[src/rtl/fetch_stage.sv]
// Instruction fetch stage: PC owner, 64->32 instruction select, valid/ready output with 1-entry skid.
// Optional performance counters are enabled with `define FETCH_PERF_EN.
module fetch_stage #(
    parameter int                ADDR_W   = 64,
    parameter int                INST_W   = 32,
    parameter logic [ADDR_W-1:0] RESET_PC = '0,
    parameter int                PC_STEP  = 4
) (
    input  logic                  clk,
    input  logic                  reset_n,
    output logic [ADDR_W-1:0]     mem_addr,
    output logic                  mem_read,
    input  logic [2*INST_W-1:0]   mem_data,
    output logic [INST_W-1:0]     id_inst,
    output logic [ADDR_W-1:0]     id_pc,
    output logic                  id_valid,
    input  logic                  id_ready,
    input  logic                  br_valid,
    input  logic [ADDR_W-1:0]     br_target
`ifdef FETCH_PERF_EN
    ,
    output logic [31:0]           perf_fetch_cnt,
    output logic [31:0]           perf_stall_cnt
`endif
);

    typedef enum logic [1:0] {IDLE, RUN, STALL} state_t;

    localparam logic [ADDR_W-1:0] STEP = ADDR_W'(PC_STEP);

    state_t              state, state_nx;
    logic [ADDR_W-1:0]   pc, pend_pc, skid_pc;
    logic [INST_W-1:0]   skid_inst, sel_inst;
    logic                pend, issue, out_free;

    assign out_free = !id_valid || id_ready;
    assign sel_inst = pend_pc[2] ? mem_data[2*INST_W-1:INST_W] : mem_data[INST_W-1:0];
    assign mem_read = issue;
    assign mem_addr = pc;

    // Issue is held off whenever returning data would have to go to the skid,
    // so at most one entry ever lands there.
    always_comb begin
        state_nx = state;
        issue    = 1'b0;
        case (state)
            IDLE:  state_nx = RUN;
            RUN: begin
                issue = !br_valid && !(pend && id_valid && !id_ready);
                if (pend && !out_free) state_nx = STALL;
            end
            STALL: if (id_ready) state_nx = RUN;
            default: state_nx = IDLE;
        endcase
        if (br_valid) state_nx = RUN;
    end

    always_ff @(posedge clk or negedge reset_n) begin
        if (!reset_n) state <= IDLE;
        else          state <= state_nx;
    end

    always_ff @(posedge clk or negedge reset_n) begin
        if (!reset_n) begin
            pc        <= RESET_PC;
            pend      <= 1'b0;
            pend_pc   <= '0;
            skid_pc   <= '0;
            skid_inst <= '0;
            id_valid  <= 1'b0;
            id_inst   <= '0;
            id_pc     <= '0;
        end else if (br_valid) begin
            pc       <= br_target & ~ADDR_W'(3);
            pend     <= 1'b0;
            id_valid <= 1'b0;
        end else begin
            pend <= issue;
            if (issue) begin
                pend_pc <= pc;
                pc      <= pc + STEP;
            end
            if (state == STALL) begin
                if (id_ready) begin
                    id_inst  <= skid_inst;
                    id_pc    <= skid_pc;
                    id_valid <= 1'b1;
                end
            end else if (pend) begin
                if (out_free) begin
                    id_inst  <= sel_inst;
                    id_pc    <= pend_pc;
                    id_valid <= 1'b1;
                end else begin
                    skid_inst <= sel_inst;
                    skid_pc   <= pend_pc;
                end
            end else if (id_ready) begin
                id_valid <= 1'b0;
            end
        end
    end

`ifdef FETCH_PERF_EN
    always_ff @(posedge clk or negedge reset_n) begin
        if (!reset_n) begin
            perf_fetch_cnt <= '0;
            perf_stall_cnt <= '0;
        end else begin
            if (id_valid && id_ready)  perf_fetch_cnt <= perf_fetch_cnt + 32'd1;
            if (id_valid && !id_ready) perf_stall_cnt <= perf_stall_cnt + 32'd1;
        end
    end
`endif

endmodule
[config.mk]
export PLATFORM = sky130hd
export DESIGN_NAME = fetch_stage
export DESIGN_NICKNAME = d
export VERILOG_FILES = /design/src/rtl/fetch_stage.sv
export SDC_FILE = /design/constraint.sdc
export NUM_CORES = 1
export LEC_CHECK = 0
export ABC_AREA = 1
export CORE_MARGIN = 2
export CORE_UTILIZATION = 35
export CTS_CLUSTER_DIAMETER = 100
export DETAILED_ROUTE_END_ITERATION = 6
export PLACE_DENSITY = 0.61
export SYNTH_ARGS = -nofsm -noshare
export SYNTH_HDL_FRONTEND = slang
export SYNTH_SLANG_ARGS = --single-unit
[constraint.sdc]
create_clock -name clk -period 4.1 [get_ports clk]
set_input_delay 0.615 -clock clk [delete_from_list [all_inputs] [get_ports clk]]
set_output_delay 0.615 -clock clk [all_outputs]
set_load 0.02 [all_outputs]
==> reports/qor.txt <==
Die Wd: 210.6 µm
Worst-path clk slew: 0.06 ns
Slowest cell on crit path: buf_4
Worst-skew pair later-pin latency: 0.55 ns
RD Place Congestion: 0.9000
Setup ws final: 0.8325 ns
# nets final: 2,297
Mapped Area: 14,940 µm²
Commonest cells in the netlist: nand2_1 (692), nor2_1 (348), dfrtp_1 (316)
Crit-path cells: inv_2 -> nand2_4 -> clkinv_2 -> nor3_4 -> buf_4 -> a31oi_1
CTS Buf Count: 37
Yosys top cell area share: 52.92%
Max Root-Sink Buffers: 3
Final setup skew: 0.01998 ns
Total Wirelength: 52,050 µm
Worst slew pin tran: 1.206 ns
Cell count after placement: 2,664
ANT nets after route: 0
Grt total ovfl: 0
Final non-filler cell total: 2,732
CTS HTree Levels: 2
Seq pwr share: 41.8%
Mapped Cells: 1,922
Area growth syn-to-layout: 31.02%
Clk root buf: clkbuf_16
Initial Util: 35.54%
Yosys top cell by area: dfrtp_1
Initial drt markers: 1,293
Std-Cell Rows: 75
EDFF count, synth: 0
Crit-path max FO: 107
CP Data Required Time: 4.47 ns
Crit share post-route: 79.70%
WL/cell: 19.05 µm
Switching Share: 33.30%
Status: completed
Yosys warning total: 0
Router iterations before antenna repair: 5
Die area: 44,360 µm²
Peak VDD IR: 0.0002645 V
First-pass GRT wire length: 80,300 µm
Element type at the critical path end: flop
Seq/Total Area, Yosys: 52.92%
Total GRT Usage: 23.39%
Max Slew Vio Count: 0
Setup TNS Final: 0 ns
Switch Pwr: 3713 µW
Top-count cell post-synth: nand2_1
Synth unique cells: 30
Max stage delay on crit path: 0.90 ns
Initial antenna violation count: 0
Post-CTS sizing: 0
Clock tree from TritonCTS: yes
Seq cells post-synth: 316
Core ar.: 42,040 µm²
CP Launch Type: flop
FFs w/ async S/R, synth: 100.0%
Internal Power: 7438 µW
Filler cells: 4,153
Critical path class: reg -> reg
Io pins: 294
Vias in the first global route: 13,620
DRC: 0
Via count: 14,090
Final setup viols: 0
Final Hold Vio Count: 0
FMAX: 306.0 MHz
Clk pwr share: 31.3%
Syn_area_per_cell: 7.774 µm²
Die Height: 210.6 µm
Relative slew slack: 19.60%
Largest net degree at the start of global routing: 123
DP HPWL: 35,870 µm
Hold-fix buffers at CTS: 0
Path type of the worst min-delay path: in -> async
Clock sink count: 316
Top cells by area, synth: dfrtp_1 (53%), nand2_1 (17%), nor2_1 (8.7%)
Max_cap viols: 0
Lkg Pwr: 0.008650 µW
Tmin final: 3.268 ns
Pre-CTS WS: 0.8028 ns
RSZ-0062 raised after global routing: false
Post-CTS setup buffers: 0
Comb power frac: 26.8%
Dominant synthesized flop cell: dfrtp_1
Share of layout cells above drive strength 1: 4.197%
Pwr dens: 569.6 nW/µm²
Port bufs: 287
Via-to-Cell Ratio: 5.156
Area occupied by multi-input gates: 6375 µm²
CP arrival: 3.63 ns
Reg area: 7908 µm²
-- power by group through the flow --
stage / Combinational (µW) / Clock [µW] / Sequential [µW]
final: 2990 / 3490 / 4670
after detailed placement: 3010 / 0 / 4710
after CTS: 3020 / 3570 / 4670
after global placement: 2960 / 0 / 4680
after global routing: 3290 / 3690 / 4780
after floorplan: 1190 / 0 / 4970
-- sequential cells by signal, summed over array words and instances (netlist names) --
| name | count |
|---|---|
| skid_pc | 62 |
| id_pc | 62 |
| id_inst | 32 |
| skid_inst | 32 |
| pend_pc | 62 |
| mem_addr | 62 |
| id_valid | 1 |
| pend | 1 |
| state | 2 |
-- critical path, delay by kind of cell, from the launching register on --
| family | cells | cell delay [ns] |
|---|---|---|
| simple gates | 2 | 0.73 |
| compound gates | 1 | 0.19 |
| flops | 1 | 0.42 |
| buf+inv | 3 | 1.58 |
-- kinds of logic after synthesis --
kind of cell / share of synthesized area, %
flops: 52.92
buf+inv: 4.731
compound gates: 11.64
simple gates: 29.84
fa+ha+maj: 0.08372
xor+xnor: 0.7620
other cells: 0.02510
-- placed cells by master, fill, tap and decap left out, types with 2 or more instances in the layout --
master	n
clkdlybuf4s50_1	285
dfrtp_1	316
inv_2	2
a31oi_1	126
xor2_1	6
o21ai_0	42
clkinv_2	4
a22oi_1	46
inv_6	2
xnor2_1	7
o21a_1	7
nand2_1	692
clkbuf_16	37
inv_1	66
clkbuf_1	10
or2_2	7
o21bai_1	12
buf_12	7
buf_4	9
nor2_1	346
conb_1	4
clkbuf_8	8
a21boi_0	8
o211ai_1	14
o21ai_1	15
nand4_1	5
nand3_1	89
bufinv_16	5
nor2_4	3
-- cell type report --
| class | count | area share (%) |
|---|---|---|
| flip-flops and latches | 316 | 40.39 |
| well taps | 539 | 3.445 |
| repair buffers | 303 | 15.74 |
| clock inverters | 12 | 1.016 |
| inverters | 70 | 1.349 |
| diodes | 1 | 0.01278 |
| multi-input cells | 1436 | 32.56 |
| clock buffers | 55 | 5.484 |
-- metal layers --
metal  share of wire [%]  track usage [%]
met2                  44            35.04
met3                 6.4            3.330
met1                  47            34.21
met4                 3.4            9.155
met5                   0                0
-- path summary, 6_finish.rpt --
| kind | startpoint | to | slack [ns] | depth (start not counted) |
|---|---|---|---|---|
| setup / recovery | state[0]$_DFFE_PN0P_ | skid_inst[29]$_DFFE_PN0P_ | 0.83 | 6 |
| max in group asynchronous | reset_n | mem_addr[12]$_DFFE_PN0P_ | 2.95 | 2 |
| setup reg to reg | state[0]$_DFFE_PN0P_ | skid_inst[29]$_DFFE_PN0P_ | 0.83 | 6 |
| hold reg to reg | skid_pc[53]$_DFFE_PN0P_ | skid_pc[53]$_DFFE_PN0P_ | 0.47 | 2 |
| min in group clk | skid_pc[53]$_DFFE_PN0P_ | skid_pc[53]$_DFFE_PN0P_ | 0.47 | 2 |
| hold / removal | reset_n | id_inst[3]$_DFFE_PN0P_ | 0.1 | 1 |
-- per-stage QoR --
| stage | cell area [µm²] | total power [µW] | hold WS (ns) | utilization, % |
|---|---|---|---|---|
| after global routing | 19570 | 11770 | 0.1580 | 46.56 |
| after detailed placement | 18300 | 7719 | 0.4583 | 43.53 |
| after CTS | 19570 | 11260 | 0.1454 | 46.56 |
| after global placement | 18300 | 7642 | 0.4549 | 43.53 |
| final | 19580 | 11150 | 0.09630 | 46.57 |
| after floorplan | 14950 | 6161 | 0.3194 | - |
Power figures use the tool's default switching activity.
